<file path="src/rtl/csa_accum_pipe.sv">
// csa_accum_pipe: streaming carry-save accumulator.
// Each accepted beat folds LANES operands into a running carry-save pair.
// A packet of one or more beats produces one redundant (C, S) result.
// Optional build macro CSA_ACCUM_RESOLVE_EN adds a resolved out_sum port.
// The resolved sum comes from a carry-propagate adder placed before the
// output register.
module csa_accum_pipe #(
    parameter int WIDTH = 19,
    parameter int LANES = 4,
    parameter int CNT_W = 8
) (
    input  logic                   clk,
    input  logic                   reset,
    input  logic                   in_valid,
    output logic                   in_ready,
    input  logic [LANES*WIDTH-1:0] in_data,
    input  logic                   in_first,
    input  logic                   in_last,
    output logic                   out_valid,
    input  logic                   out_ready,
    output logic [WIDTH-1:0]       out_c,
    output logic [WIDTH-1:0]       out_s,
    output logic [CNT_W-1:0]       out_beats
`ifdef CSA_ACCUM_RESOLVE_EN
    ,
    output logic [WIDTH-1:0]       out_sum
`endif
);

    typedef enum logic {
        IDLE,
        ACC
    } state_t;

    state_t           state_q;
    logic [WIDTH-1:0] acc_c_q, acc_s_q;
    logic [CNT_W-1:0] cnt_q;

    logic             accept, drain, base_zero;
    logic [WIDTH-1:0] c_d, s_d;
    logic [WIDTH-1:0] lane, maj, sum_t;
    logic [CNT_W-1:0] cnt_d;
`ifdef CSA_ACCUM_RESOLVE_EN
    logic [WIDTH-1:0] sum_d;
`endif

    // The output slot frees up when it is empty or is being drained this cycle.
    assign in_ready  = ~out_valid | out_ready;
    assign accept    = in_valid & in_ready;
    assign drain     = out_valid & out_ready;
    // A new packet starts on in_first, or on any beat that arrives while idle.
    assign base_zero = in_first | (state_q == IDLE);

    // Compress the base pair and each lane through a chain of 3:2 compressors.
    // Each carry is shifted left and its top bit dropped, so c_d[0] stays 0.
    always_comb begin
        // NOTE: every variable gets a value before any branch or loop, so no latch is inferred.
        c_d   = base_zero ? '0 : acc_c_q;
        s_d   = base_zero ? '0 : acc_s_q;
        lane  = '0;
        maj   = '0;
        sum_t = '0;
        for (int i = 0; i < LANES; i++) begin
            lane  = in_data[i*WIDTH +: WIDTH];
            maj   = (c_d & s_d) | (c_d & lane) | (s_d & lane);
            sum_t = c_d ^ s_d ^ lane;
            c_d   = {maj[WIDTH-2:0], 1'b0};
            s_d   = sum_t;
        end
    end

    // The beat count restarts at 1 with each new packet and saturates at all-ones.
    always_comb begin
        if (base_zero) begin
            cnt_d = CNT_W'(1);
        end else if (&cnt_q) begin
            cnt_d = cnt_q;
        end else begin
            cnt_d = cnt_q + CNT_W'(1);
        end
    end

`ifdef CSA_ACCUM_RESOLVE_EN
    // Resolve the redundant pair ahead of the output register.
    assign sum_d = c_d + s_d;
`endif

    // Hold the packet state and the output registers. Reset takes priority over any handshake.
    always_ff @(posedge clk) begin
        // NOTE: all state here uses non-blocking assignments, so every register samples pre-edge values.
        if (reset) begin
            state_q   <= IDLE;
            acc_c_q   <= '0;
            acc_s_q   <= '0;
            cnt_q     <= '0;
            out_valid <= 1'b0;
            out_c     <= '0;
            out_s     <= '0;
            out_beats <= '0;
`ifdef CSA_ACCUM_RESOLVE_EN
            out_sum   <= '0;
`endif
        end else begin
            // A drain with no new result empties the slot and leaves the data as it was.
            if (drain) begin
                out_valid <= 1'b0;
            end
            if (accept) begin
                if (in_last) begin
                    out_c     <= c_d;
                    out_s     <= s_d;
                    out_beats <= cnt_d;
                    out_valid <= 1'b1;
`ifdef CSA_ACCUM_RESOLVE_EN
                    out_sum   <= sum_d;
`endif
                    acc_c_q   <= '0;
                    acc_s_q   <= '0;
                    cnt_q     <= '0;
                    state_q   <= IDLE;
                end else begin
                    acc_c_q   <= c_d;
                    acc_s_q   <= s_d;
                    cnt_q     <= cnt_d;
                    state_q   <= ACC;
                end
            end
        end
    end

endmodule

</file>
<file path="config.mk">
export PLATFORM = sky130hd
export DESIGN_NAME = csa_accum_pipe
export DESIGN_NICKNAME = d
export VERILOG_FILES = /design/src/rtl/csa_accum_pipe.sv
export SDC_FILE = /design/constraint.sdc
export NUM_CORES = 1
export LEC_CHECK = 0
export CAP_MARGIN = 10
export CORE_MARGIN = 4
export CORE_UTILIZATION = 50
export CTS_CLUSTER_DIAMETER = 50
export DETAILED_ROUTE_END_ITERATION = 7
export PLACE_DENSITY_LB_ADDON = 0.12
export SLEW_MARGIN = 25
export SYNTH_ARGS = -nofsm -noshare
export SYNTH_HDL_FRONTEND = slang
export SYNTH_SLANG_ARGS = --single-unit
</file>
<file path="constraint.sdc">
create_clock -name clk -period 4.46 [get_ports clk]
set_input_delay 0.892 -clock clk [delete_from_list [all_inputs] [get_ports clk]]
set_output_delay 0.892 -clock clk [all_outputs]
set_load 0.02 [all_outputs]
</file>
Word level (Yosys, flattened, before mapping)
Cells that the tools add are included.
{"block": "op_classes", "addsub": 1, "n_mux": 11, "n_bitwise": 34, "reduce_logical": 2}
{"cell": "$and 18x18->18", "count": 12}
{"cell": "$xor 19x19->19", "count": 8}
{"cell": "$or 18x18->18", "count": 8}
{"cell": "$mux 19", "count": 4}
{"cell": "$mux 8", "count": 3}
{"cell": "$add 8x1->8 const B", "count": 1}
{"cell": "$reduce_and 8->1", "count": 1}
{"cell": "$mux 1", "count": 4}
{"cell": "$and 1x1->1", "count": 2}
{"cell": "$not 1->1", "count": 2}
{"cell": "$or 1x1->1", "count": 2}
{"cell": "$reduce_and 2->1", "count": 1}
{"block": "word_totals", "register_bits": 93, "in_bits": 82, "output_inout_bits": 48, "word_cells": 56}

Logic depth before layout (Yosys ltp)
Gate-level depths: netlist (run 1).
{"block": "logic_depth", "word_depth": 16, "mapped_depth": 13, "ltp_nobuf": 12}

Least setup slack after synthesis (run 1)
Ideal clock, no wire load.
{"block": "synth_path", "path_type": "input to register", "start": "input in_first", "end": "register acc_s_q[18]", "setup_ns": 0.070, "arrival_time_ns": 3.938, "required_ns": 4.390, "setup_slack_ns": 0.452, "cell_stages": 11, "path_buffers": 1, "path_cell_list": "nor2b_1 -> clkbuf_1 -> and2_1 -> fa_1 -> fa_1 -> fa_1 -> xnor2_1 -> xnor2_1 -> xnor3_1 -> or3_1 -> a21oi_1"}
{"block": "synth_between", "elab_chain_len": 14, "word_cells_on_any_way": 27, "classes_between": "3 x mux; 24 x bitwise"}
{"element": "start, declared", "line_no": "17", "text": "input logic in_first,"}
{"element": "$or 1x1->1 *", "line_no": "52", "text": "assign base_zero = in_first | (state_q == IDLE);"}
{"element": "$mux 19, on equally long branches", "line_no": "58, 59"}
{"element": "$and 18x18->18", "line_no": "65", "text": "maj = (c_d & s_d) | (c_d & lane) | (s_d & lane);"}
{"element": "$or 18x18->18 (2 in series)", "line_no": "65"}
{"element": "$and 18x18->18", "line_no": "65"}
{"element": "$or 18x18->18 (2 in series)", "line_no": "65"}
{"element": "$and 18x18->18", "line_no": "65"}
{"element": "$or 18x18->18 (2 in series)", "line_no": "65"}
{"element": "$xor 19x19->19 * (2 in series)", "line_no": "66", "text": "sum_t = c_d ^ s_d ^ lane;"}
{"element": "$mux 19 *", "line_no": "109", "text": "if (in_last) begin"}
{"element": "end signal, assigned", "line_no": "94", "text": "acc_s_q <= '0;"}
{"element": "end signal, assigned", "line_no": "118", "text": "acc_s_q <= '0;"}
{"element": "end signal, assigned", "line_no": "123", "text": "acc_s_q <= s_d;"}
{"element": "end, declared", "line_no": "36", "text": "logic [WIDTH-1:0] acc_c_q, acc_s_q;"}
Mark *: on every way between the ends. The rest lies on a longest branch, timed or not.
A chain may end at the register's enable or synchronous reset.

Worst setup path after layout (run 1)
Ends and elaborated chain as after synthesis.

==> flow_metrics.py, run 1 <==
metrics = {
    "sta": {
        "period_share_pct": 91.69,
        "rsz0062_at_grt": "false",
        "worst_slew_pin_slew_ns": 0.9750,
        "skew_ns": 0.01464,
        "slew_headroom_pct": 35.00,
        "setup_viol": 0,
        "period_minus_slack_ns": 4.089,
        "final.setup.worst_slack_ns": 0.3705,
        "hold-worst-slack_ns": 0.4521,
        "slew_violations": 0,
        "timing.fmax_ghz": 0.2445,
        "finalHoldViolCount": 0,
    },
    "power": {
        "leakage_uw": 0.002572,
        "ir_drop_uv": 189.9,
        "cellPowerDensity_nw_per_um2": 318.6,
    },
    "synth": {
        "synth_cell_types": 40,
        "synth_area_per_cell_sq_um": 10.69,
        "yosysTopAreaCell": "dfxtp_1",
        "yosys_warnings": 0,
        "synth_top_family_by_area": "adder cells",
        "synth.area.mux_share_pct": 0.3901,
        "synthArstFlopShare_pct": 0,
        "synth_cells": 480,
        "synthXorXnorAreaFrac_pct": 1.634,
        "yosys.area_share.adder_pct": 27.75,
        "ys_top_cells_by_area": "dfxtp_1 36%, fa_1 27%, a22o_1 6.1%",
        "yosysTopAreaCellShare_pct": 35.89,
        "synth-edff-count": 0,
        "seq_area_frac_synth_pct": 35.89,
        "synthFlopType": "dfxtp_1",
        "synth-seq-cells": 92,
        "synthSimpleGateAreaFrac_pct": 17.68,
        "synth_area_sq_um": 5131,
        "syn_nets": 635,
        "synth_compound_area_share_pct": 13.14,
    },
    "final_layout": {
        "drive_gt1_share_pct": 4.698,
        "syn_to_final_growth_pct": 30.41,
        "post-route-util_pct": 67.83,
        "fillers": 752,
        "diodes": 0,
        "mostFrequentLayoutCells": "126 x clkdlybuf4s50_1, 92 x dfxtp_1, 68 x fa_1",
        "multi_input_area_sq_um": 3136,
        "final_common_cell": "clkdlybuf4s50_1",
        "regArea_sq_um": 1842,
        "fin_nets": 747,
    },
    "floorplan": {
        "dieArea_sq_um": 11950,
        "die_height_microns": 109.3,
        "fp.coreArea_sq_um": 9864,
        "placementRows": 36,
        "io_pins": 130,
        "start_util_pct": 52.02,
        "die_w_microns": 109.3,
    },
    "clock_network": {
        "worstSkewPairLatency_ns": 0.36,
        "cts_tree": "done",
        "cts_resized": 0,
        "hold_buffers": 0,
        "post-cts-setup-buffers": 0,
        "clk_pin_slew_ns": 0.09,
        "cts_root_buf": "clkbuf_8",
        "cts_buffer_depth": 2,
        "cts_sinks": 92,
        "numCtsBuffers": 9,
        "h-tree-depth": 3,
    },
    "critical_path": {
        "endpoint_kind": "flip-flop",
        "crit_slowest_cell": "clkdlybuf4s50_1",
        "ff2ff_setup_slack_ns": 0.99,
        "critical_path.startpoint_type": "primary input",
        "r2r-start": "state_q",
        "cp_common_cell": "fa_1",
        "reg2reg_depth": 11,
        "crit_family": "adder cells",
        "worst-setup-path-type": "in2reg",
        "path_buf_inv": 2,
        "cp_cell_sequence": "clkdlybuf4s50_1, nor2b_2, buf_4, and2_1, fa_1, fa_1, fa_1, xnor2_1, xnor2_1, xnor3_1, or3_1, a21oi_1",
        "slowest_delay_ns": 0.51,
        "cp.required_ns": 4.74,
        "path_max_fanout": 16,
        "reg2reg_to": "acc_s_q[18]",
        "worstPathArrival_ns": 4.37,
    },
    "min_path": {
        "hp-start": "out_beats[0]",
        "whs_path_depth": 2,
        "whs_endpoint": "out_beats[0]",
        "hold_class": "reg2reg",
    },
    "routing": {
        "drc_errors": 0,
        "num_vias": 3887,
        "wl_microns": 11720,
        "viasPerCell": 5.332,
        "ant_nets": 0,
        "first_pass_iters": 4,
        "drtIter0Drc": 115,
        "routedWlPerCell_microns": 16.08,
    },
    "global_routing": {
        "grt_antenna_before_repair": 0,
        "grt_pass1_vias": 4079,
        "grt_pass1_wl_microns": 19840,
        "track_usage_pct": 21.25,
        "gr-total-overflow": 0,
        "grt_max_degree": 54,
    },
    "place": {
        "gp_congestion": 0.8291,
        "port_buffers": 128,
        "preCtsSetupSlack_ns": -0.02076,
        "hpwl_microns": 8738,
    },
    "job": {
        "cap_violations": 0,
    },
    "run_status": {
        "run_status": "finished, final reports clean",
    },
}
[cells in the mapped netlist (3+ instances only)]
cell	count
dfxtp_1	92
fa_1	68
a21oi_1	48
nor2_1	46
nor3b_1	37
a22o_1	36
and2_1	36
nand2_1	18
clkbuf_1	16
o21ai_0	10
buf_2	9
nand3_1	6
xnor2_1	6
buf_1	5
ha_1	5
inv_1	5
nor3_1	5
and3_1	3
buf_4	3
[layer usage]
layer / up-vias / share of wire, % / GRT usage, %
li1: 1853 / - / -
met1: 1890 / 47 / 31.96
met2: 132 / 45 / 32.02
met3: 12 / 6.4 / 3.464
met4: 0 / 1.1 / 5.877
met5: - / 0 / 0
[logic make-up (layout without fill, tap and decap cells)]
kind of cell	after synthesis	after routing
buffers and inverters	39	155
AOI/OAI and AO/OA	102	102
and+or+nand+nor	163	163
other	1	1
xor gates and xnor gates	8	8
adders and majority gates	73	73
muxes	2	2
DFF	92	92
[registers in the layout, summed over array words and instances (netlist names)]
signal and count:
acc_c_q 18, acc_s_q 19, cnt_q 8, out_beats 8, out_c 18, out_s 19, out_valid 1, state_q 1
[tightest hold or removal path, cell delays in order, from the launching register on]
cell     delay (ns)
dfxtp_1        0.32
nand2_1        0.05
nand2_1        0.04
[worst max path at each step]
stage	from	to	slack [ns]	cells after the start
6_report	in_first	acc_s_q[18]	0.37	12
5_1_grt	in_first	acc_s_q[16]	0.12	13
4_1_cts	in_first	acc_s_q[18]	0.35	12
3_5_place_dp	in_first	acc_s_q[18]	-0.02	12
3_3_place_gp	in_first	acc_s_q[2]	0.06	11
2_1_floorplan	in_first	acc_s_q[18]	0.45	11
[power breakdown]
group	switching [uW]	internal, uW	total [uW]
clock network	294	311	605
registers	32.5	882	915
logic	289	323	612
total	615	1520	2130
[stage by stage]
stage | std cells | instance area, sq um | setup TNS [ns] | power (uW)
after floorplan | 480 | 5131 | 0 | 1300
after global placement | 714 | 6486 | 0 | 1533
after detailed placement | 714 | 6486 | -0.03781 | 1550
after CTS | 729 | 6691 | 0 | 2150
after global routing | 729 | 6691 | 0 | 2254
final | 729 | 6691 | 0 | 2132
[cell type report]
class / count / share of cell area, %
Clock buffer: 10 / 1.907
Clock inverter: 5 / 1.159
Inverter: 5 / 0.2805
Multi-Input combinational cell: 349 / 46.86
Sequential cell: 92 / 27.52
Tap cell: 133 / 2.487
Timing Repair Buffer: 135 / 19.78
No activity file was read; power rests on OpenSTA's default activity.
==> run 2, diff against run 1 <==
--- a/config.mk
+++ b/config.mk
@@ -5,11 +5,13 @@
 export SDC_FILE = /design/constraint.sdc
 export NUM_CORES = 1
 export LEC_CHECK = 0
+export ABC_CLOCK_PERIOD_IN_PS = 4460
 export CAP_MARGIN = 10
 export CORE_MARGIN = 4
-export CORE_UTILIZATION = 50
+export CORE_UTILIZATION = 55
 export CTS_CLUSTER_DIAMETER = 50
 export DETAILED_ROUTE_END_ITERATION = 7
+export DONT_BUFFER_PORTS = 1
 export PLACE_DENSITY_LB_ADDON = 0.12
 export SLEW_MARGIN = 25
 export SYNTH_ARGS = -nofsm -noshare
==> run 2 against run 1 <==
Against the previous run:
- first-iteration DRC count grew 4.3%
- largest cell class unchanged
- critical path type unchanged
- sequential cell count is the same
- critical endpoint is now acc_s_q[5]
- largest power group unchanged
- count of clock-buffer cells in the layout grew 1
==> flow_metrics.py, run 2 (synthesized netlist as in run 1, its figures left out) <==
metrics = {
    "run_status": {
        "run_status": "finished, final reports clean",
    },
    "critical_path": {
        "r2r-start": "state_q",
        "path_max_fanout": 23,
        "ff2ff_setup_slack_ns": 1.01,
        "critical_path.startpoint_type": "primary input",
        "reg2reg_depth": 10,
        "cp_cell_sequence": "nor2b_2, buf_4, and2_1, fa_1, fa_1, fa_1, fa_1, nor3b_1, a21oi_1, nor2_1",
        "endpoint_kind": "flip-flop",
        "cp.required_ns": 4.74,
        "cp-endpoint": "acc_s_q[5]",
        "worst-setup-path-type": "in2reg",
        "path_buf_inv": 1,
        "crit_start": "in_first",
        "worstPathArrival_ns": 3.87,
        "crit_slowest_cell": "fa_1",
        "crit_cells": 10,
        "reg2reg_to": "acc_s_q[5]",
        "slowest_delay_ns": 0.54,
        "crit_family": "adder cells",
        "cp_common_cell": "fa_1",
    },
    "final_layout": {
        "mostFrequentLayoutCells": "92 x dfxtp_1, 68 x fa_1, 47 x a21oi_1",
        "diodes": 0,
        "drive_gt1_share_pct": 5.139,
        "final_common_cell": "dfxtp_1",
        "post-route-util_pct": 60.54,
        "syn_to_final_growth_pct": 4.901,
        "fin_nets": 618,
        "largestRegisters": "acc_s_q: 19 flops, out_s: 19 flops",
    },
    "clock_network": {
        "cts_root_buf": "clkbuf_8",
        "cts_buffer_depth": 2,
        "numCtsBuffers": 9,
        "cts_sinks": 92,
        "cts_tree": "done",
        "clk_pin_slew_ns": 0.08,
        "worstSkewPairLatency_ns": 0.35,
        "h-tree-depth": 3,
        "hold_buffers": 0,
        "post-cts-setup-buffers": 0,
        "cts_resized": 0,
    },
    "global_routing": {
        "grt_antenna_before_repair": 0,
        "gr-total-overflow": 0,
        "track_usage_pct": 20.84,
        "grt_pass1_wl_microns": 18470,
        "grt_pass1_vias": 3559,
        "grt_max_degree": 84,
    },
    "sta": {
        "rsz0062_at_grt": "false",
        "slew_headroom_pct": 45.06,
        "worst_slew_pin_slew_ns": 0.8241,
        "timing.fmax_ghz": 0.2783,
        "setup_viol": 0,
        "period_minus_slack_ns": 3.594,
        "period_share_pct": 80.57,
        "skew_ns": 0.01452,
        "slew_violations": 0,
        "finalSetupTns_ns": 0,
        "finalHoldViolCount": 0,
    },
    "power": {
        "comb_power_share_pct": 20.4,
        "power_uw": 1961,
        "sw_frac_of_total_pct": 28.46,
        "cellPowerDensity_nw_per_um2": 364.3,
        "seqPwrFrac_pct": 49.0,
        "ir_drop_uv": 161.3,
        "leakage_uw": 0.002079,
        "p_int_uw": 1403,
        "pwr-share-clk_pct": 30.6,
        "p_switching_uw": 558.1,
    },
    "routing": {
        "routedWlPerCell_microns": 19.17,
        "num_vias": 3479,
        "first_pass_iters": 5,
        "wl_microns": 11030,
        "drc_errors": 0,
        "viasPerCell": 6.050,
        "drtIter0Drc": 120,
        "ant_nets": 0,
    },
    "min_path": {
        "whs_path_depth": 2,
        "hold_class": "reg2reg",
    },
    "floorplan": {
        "die_w_microns": 104.6,
        "fp.coreArea_sq_um": 8891,
        "io_pins": 130,
        "start_util_pct": 57.71,
        "placementRows": 34,
        "die_height_microns": 104.6,
        "dieArea_sq_um": 10940,
    },
    "place": {
        "port_buffers": 0,
        "hpwl_microns": 8010,
        "gp_congestion": 0.8404,
    },
    "job": {
        "cap_violations": 0,
    },
}
-- run 2: cell count changes in the layout (fill, tap and decap cells not counted), sizes merged --
cell | before | now
clkinvlp | 1 | 2
clkinv | 2 | 0
buf | 9 | 6
clkdlybuf4s50 | 126 | 0
clkbuf | 10 | 11
-- run 2: layout make-up --
class	instances	area (sq um)
fillers	756	3508
well taps	108	135.1
inverters	5	18.77
clock inverters	4	75.07
repair buffers	6	45.04
clock buffers	11	131.4
flip-flops and latches	92	1842
multi-input cells	349	3136
-- run 2: layer usage --
layer  vias to the layer above  part of all wire [%]  global-route usage (%)
met3                        13                   7.6                   6.104
met4                         0                   1.2                   5.717
met1                      1750                    46                   30.04
met5                         -                     0                       0
met2                       117                    45                   31.00
li1                       1599                     -                       -
-- run 2: metrics by stage --
step	worst slack (ns)	hold slack, ns	instance area (sq um)	std cells
after floorplan	0.4524	0.4443	5131	480
after global placement	0.5592	0.4495	5176	560
after detailed placement	0.4758	0.4511	5176	560
after CTS	0.8412	0.4617	5383	575
after global routing	0.6358	0.4741	5383	575
final	0.8664	0.4625	5383	575
-- run 2: worst min-delay path by stage --
| stage | startpoint | endpoint | slack [ns] |
|---|---|---|---|
| 6_report | acc_s_q[18] | acc_s_q[18] | 0.46 |
| 5_1_grt | acc_s_q[18] | acc_s_q[18] | 0.47 |
| 4_1_cts | acc_s_q[18] | acc_s_q[18] | 0.46 |
| 3_5_place_dp | acc_s_q[18] | acc_s_q[18] | 0.45 |
| 3_3_place_gp | acc_s_q[18] | acc_s_q[18] | 0.45 |
| 2_1_floorplan | acc_s_q[18] | acc_s_q[18] | 0.44 |
-- run 2: tightest hold or removal path, cell delays in order, from the launching register on --
cell     delay (ns)
dfxtp_1        0.32
nand2_1        0.05
a21oi_1        0.05
-- run 2: power by group through the flow --
stage | logic (uW) | registers, uW | clock network [uW]
4_1_cts | 405 | 962 | 610
3_3_place_gp | 392 | 979 | 0
5_1_grt | 460 | 967 | 649
6_report | 400 | 961 | 600
2_1_floorplan | 333 | 967 | 0
3_5_place_dp | 404 | 981 | 0
==> run 3, diff against run 2 <==
--- a/config.mk
+++ b/config.mk
@@ -5,7 +5,7 @@
 export SDC_FILE = /design/constraint.sdc
 export NUM_CORES = 1
 export LEC_CHECK = 0
-export ABC_CLOCK_PERIOD_IN_PS = 4460
+export ABC_CLOCK_PERIOD_IN_PS = 3640
 export CAP_MARGIN = 10
 export CORE_MARGIN = 4
 export CORE_UTILIZATION = 55
==> constraint.sdc (replaced) <==
create_clock -name clk -period 3.64 [get_ports clk]
set_input_delay 0.728 -clock clk [delete_from_list [all_inputs] [get_ports clk]]
set_output_delay 0.728 -clock clk [all_outputs]
set_load 0.02 [all_outputs]
==> run 3 against run 2 <==
Against the previous run:
- setup slack got worse by 0.62 ns
- register-to-register slack worse by 0.76 ns
- wire length decreased by 1.7%
- cell area rose by 1.0%
- sequential power grew 23%
- total power is 23% higher
- core utilization increased by 0.62 points
- critical path depth unchanged
- sequential cell count did not move
- die area unchanged
==> flow_metrics.py, run 3 (synthesized netlist as in run 1, its figures left out) <==
metrics = {
    "routing": {
        "ant_nets": 0,
        "viasPerCell": 5.955,
        "drtIter0Drc": 137,
        "drc_errors": 0,
        "first_pass_iters": 5,
        "routedWlPerCell_microns": 18.82,
        "num_vias": 3430,
        "wl_microns": 10840,
    },
    "sta": {
        "period_share_pct": 93.23,
        "setup_viol": 0,
        "period_minus_slack_ns": 3.393,
        "finalSetupTns_ns": 0,
        "finalHoldViolCount": 0,
        "slew_headroom_pct": 43.72,
        "worst_slew_pin_slew_ns": 0.8443,
        "rsz0062_at_grt": "false",
        "slew_violations": 0,
        "skew_ns": 0.01668,
        "timing.fmax_ghz": 0.2947,
        "final.setup.worst_slack_ns": 0.2466,
    },
    "power": {
        "p_switching_uw": 691.0,
        "pwr-share-clk_pct": 30.6,
        "power_uw": 2416,
        "p_int_uw": 1725,
        "comb_power_share_pct": 20.8,
        "seqPwrFrac_pct": 48.7,
        "cellPowerDensity_nw_per_um2": 444.4,
        "leakage_uw": 0.002098,
        "ir_drop_uv": 181.8,
        "sw_frac_of_total_pct": 28.60,
    },
    "floorplan": {
        "die_height_microns": 104.6,
        "placementRows": 34,
        "start_util_pct": 57.71,
        "dieArea_sq_um": 10940,
        "io_pins": 130,
        "die_w_microns": 104.6,
        "fp.coreArea_sq_um": 8891,
    },
    "final_layout": {
        "largestRegisters": "acc_s_q: 19 flops, out_s: 19 flops",
        "stdcell_area_sq_um": 5438,
        "diodes": 0,
        "mostFrequentLayoutCells": "92 x dfxtp_1, 68 x fa_1, 47 x a21oi_1",
        "layoutNonFillerInstCount": 576,
        "fin_nets": 619,
        "syn_to_final_growth_pct": 5.974,
        "final_common_cell": "dfxtp_1",
        "drive_gt1_share_pct": 5.556,
    },
    "clock_network": {
        "cts_sinks": 92,
        "worstSkewPairLatency_ns": 0.36,
        "numCtsBuffers": 9,
        "h-tree-depth": 3,
        "cts_root_buf": "clkbuf_8",
        "cts_buffer_depth": 2,
        "cts_tree": "done",
        "clk_pin_slew_ns": 0.09,
    },
    "place": {
        "dp.cells": 560,
        "hpwl_microns": 7836,
        "gp_congestion": 0.7893,
        "preCtsSetupSlack_ns": -0.09173,
        "port_buffers": 0,
        "dpl_cell_area_sq_um": 5219,
    },
    "critical_path": {
        "worstPathArrival_ns": 3.68,
        "r2r-start": "state_q",
        "reg2reg_to": "acc_s_q[11]",
        "crit_start": "state_q",
        "cp-endpoint": "acc_s_q[11]",
        "ff2ff_setup_slack_ns": 0.25,
        "worst-setup-path-type": "reg2reg",
        "endpoint_kind": "flip-flop",
        "critical_path.startpoint_type": "flip-flop",
        "path_max_fanout": 20,
        "reg2reg_depth": 10,
        "cp.required_ns": 3.93,
    },
    "global_routing": {
        "grt_pass1_wl_microns": 18090,
        "track_usage_pct": 20.56,
        "grt_max_degree": 84,
        "grt_pass1_vias": 3475,
        "gr-total-overflow": 0,
        "grt_antenna_before_repair": 0,
    },
    "min_path": {
        "hold_class": "in2reg",
    },
    "run_status": {
        "run_status": "finished, final reports clean",
    },
    "job": {
        "cap_violations": 0,
    },
}
## run 3: through the flow
step	hold WS, ns	util [%]
2_1_floorplan	0.4443	-
3_3_place_gp	0.4456	58.70
3_5_place_dp	0.4600	58.70
4_1_cts	0.4194	61.02
5_1_grt	0.4073	61.16
6_report	0.4454	61.16
## run 3: how the worst min path moves through the flow
stage	slack, ns	endpoint	depth (start not counted)	from
floorplan	0.44	acc_s_q[18]	2	acc_s_q[18]
global placement	0.45	acc_s_q[18]	2	acc_s_q[18]
detailed placement	0.46	acc_s_q[18]	2	acc_s_q[18]
CTS	0.42	cnt_q[1]	1	reset
global route	0.41	acc_c_q[14]	1	reset
finish	0.45	cnt_q[5]	1	reset
## run 3: metal layers
layer,GRT usage (%),wire [microns]
met5,0,0
met2,29.84,4818
met3,6.597,838
met4,5.061,93
met1,30.18,5091
## run 3: what timing repair did
item | CTS | global route
setup endpoints to repair | 0 | 1
resized for setup | 0 | 1
buffers inserted | 0 | 1
hold buffers | 0 | 0
## run 3: cell type report
type	instances	area [sq um]
flip-flops and latches	92	1842
clock buffers	11	131.4
clock inverters	4	75.07
repair buffers	7	90.09
well taps	108	135.1
inverters	5	18.77
multi-input cells	349	3146
fillers	761	3453
## run 3: power by group through the flow
stage,registers [uW],clock network (uW),logic (uW)
detailed placement,1200,0,500
floorplan,1180,0,407
CTS,1180,755,502
global route,1190,804,574
global placement,1200,0,485
finish,1180,738,502
## run 3: critical path, stage by stage (launching register included)
cell and delay, ns:
dfxtp_1 0.37, nor2b_4 0.24, buf_12 0.17, and2_1 0.15, fa_1 0.44, fa_1 0.55, fa_1 0.44, fa_1 0.56
nor3b_1 0.23, a21oi_1 0.07, nor2_1 0.10
==> RTL edit: new RTL, settings of run 2 <==
Make the reset (`reset`) asynchronous in one clocked block.
--- a/src/rtl/csa_accum_pipe.sv
+++ b/src/rtl/csa_accum_pipe.sv
@@ -86,7 +86,7 @@
 `endif
 
     // Hold the packet state and the output registers. Reset takes priority over any handshake.
-    always_ff @(posedge clk) begin
+    always_ff @(posedge clk or posedge reset) begin
         // NOTE: all state here uses non-blocking assignments, so every register samples pre-edge values.
         if (reset) begin
             state_q   <= IDLE;
Behaviour: differs if reset is asserted again (counterexample within 4 cycles, from zero or initial values and one cycle with reset high); with reset held inactive, the same outputs for 4 cycles.
==> RTL edit against run 2 <==
  * Setup slack worse by 0.031 ns
  * Hold slack better by 0.015 ns
  * Sequential cell count unchanged
  * Count of clock-buffer cells in the layout unchanged
  * Critical path type unchanged
  * Wire length up 8.6%
  * Cell area up 9.6%
  * Area after synthesis up 9.8%
  * First-iteration DRC count up 6.7%
Power is not compared: it rests on default switching activity, and its combinational part moved more than twofold at a synthesized area within 25%.
==> RTL edit: results (changes against run 2) <==
[sta]
holdWs_ns = 0.478  ; was 0.462 ns
final.setup.worst_slack_ns = 0.835  ; was 0.866 ns
skew_ns = 0.00587  ; was 0.0145 ns
timing.slew.headroom = 0.438  ; was 0.451

[setup_path]
critPathMaxStageDelay_ns = 0.49  ; was 0.54 ns
ff2ff_setup_slack_ns = 0.94  ; was 1.01 ns
cp_max_fo = 41  ; was 23
endpoint = acc_s_q[18]$_DFFE_PP0P_  ; was acc_s_q[5]$_SDFFE_PP0P_
critPathLaunch = in_first  ; unchanged
reg2reg_from = state_q$_DFFE_PP0P_  ; was state_q$_SDFFE_PP0P_
cp.arrival_ns = 3.90  ; was 3.87 ns
r2r_cells = 10  ; unchanged

[cts]
numCtsBuffers = 9  ; unchanged

[global_route]
grtUsageMet3 = 0.0580  ; was 0.0610
track_usage = 0.219  ; was 0.208
grt_pass1_wl_um = 19900  ; was 18500 µm
grtUsageMet1 = 0.280  ; was 0.300
grtUsageMet2 = 0.368  ; was 0.310
grt_max_degree = 67  ; was 84
grt_pass1_vias = 3888  ; was 3559

[yosys]
synthTopCellsByCount = 161 x nand2_1, 92 x dfrtp_1, 68 x fa_1  ; was 92 x dfxtp_1, 68 x fa_1, 48 x a21oi_1
synthXorXnorAreaFrac = 0.0180  ; was 0.0163
synth_fp_nets = 696  ; was 635
synth_cells = 541  ; was 480
ys_seq_area_frac = 0.409  ; was 0.359
async_reset_ff_frac = 1.00  ; was 0
synthTopCellsByArea = dfrtp_1 41%, fa_1 24%, nand2_1 11%  ; was dfxtp_1 36%, fa_1 27%, a22o_1 6.1%
synthDistinctLibCells = 39  ; was 40
synthMuxAreaShare = 0.00355  ; was 0.00390
synth_compound_area_frac = 0.0689  ; was 0.131
yosys.area_share.adder = 0.253  ; was 0.277

[pwr]
finalPower_mw = 2.93
p_leak_nw = 2.76
p_comb_frac = 0.314

[route]
vias = 3586  ; was 3479
wl_met3_um = 745  ; was 835 µm
routedLengthMet1_um = 4860  ; was 5050 µm
drt_iter0_drc = 128  ; was 120
wl_met2_um = 6140  ; was 5010 µm
firstDrtPassIters = 4  ; was 5
drt-vias-per-instance = 5.39  ; was 6.05
wirelength_um = 12000  ; was 11000 µm

[layout]
nets = 682  ; was 618
fillers = 866  ; was 756
drive_above_1_share = 0.0545  ; was 0.0514

[run_status]
status = completed  ; unchanged

[placed_design]
dpl_cell_area_um2 = 5680  ; was 5180 µm²
gp_congestion = 0.794  ; was 0.840
pre_cts_slack_ns = 0.405  ; was 0.476 ns
dp_cells = 649  ; was 560
hpwl_um = 8670  ; was 8010 µm

[hold_path]
min_to = acc_s_q[5]$_DFFE_PP0P_  ; was acc_s_q[18]$_SDFFE_PP0P_
worstHoldPathCells = 2  ; unchanged
hp-start = acc_s_q[5]$_DFFE_PP0P_  ; was acc_s_q[18]$_SDFFE_PP0P_

## RTL edit: cell types whose count changed in the layout (fill, tap and decap cells not counted), moves of 5 or more
cell | run 2 | this run
a22o_1 | 36 | 1
nor2_1 | 46 | 4
nand2_1 | 17 | 160
nor3_1 | 5 | 0
o21ai_0 | 10 | 42
nor3b_1 | 37 | 0
a21oi_1 | 47 | 9
dfrtp_1 | 0 | 92
nand2b_1 | 2 | 37
dfxtp_1 | 92 | 0
## RTL edit: kinds of logic after synthesis
kind of cell    after synthesis
compound gates               68
flops                        92
xor+xnor                     10
fa+ha+maj                    73
mux                           2
other cells                   1
simple gates                258
buf+inv                      37
## RTL edit: area by class of cell
class,count,area [µm²],area share
Inverter,9,36.3,0.00615
Sequential cell,92,2300,0.390
Multi-Input combinational cell,412,3160,0.536
Clock buffer,11,151,0.0257
Tap cell,133,166,0.0282
Clock inverter,5,60.1,0.0102
Timing Repair Buffer,3,22.5,0.00382
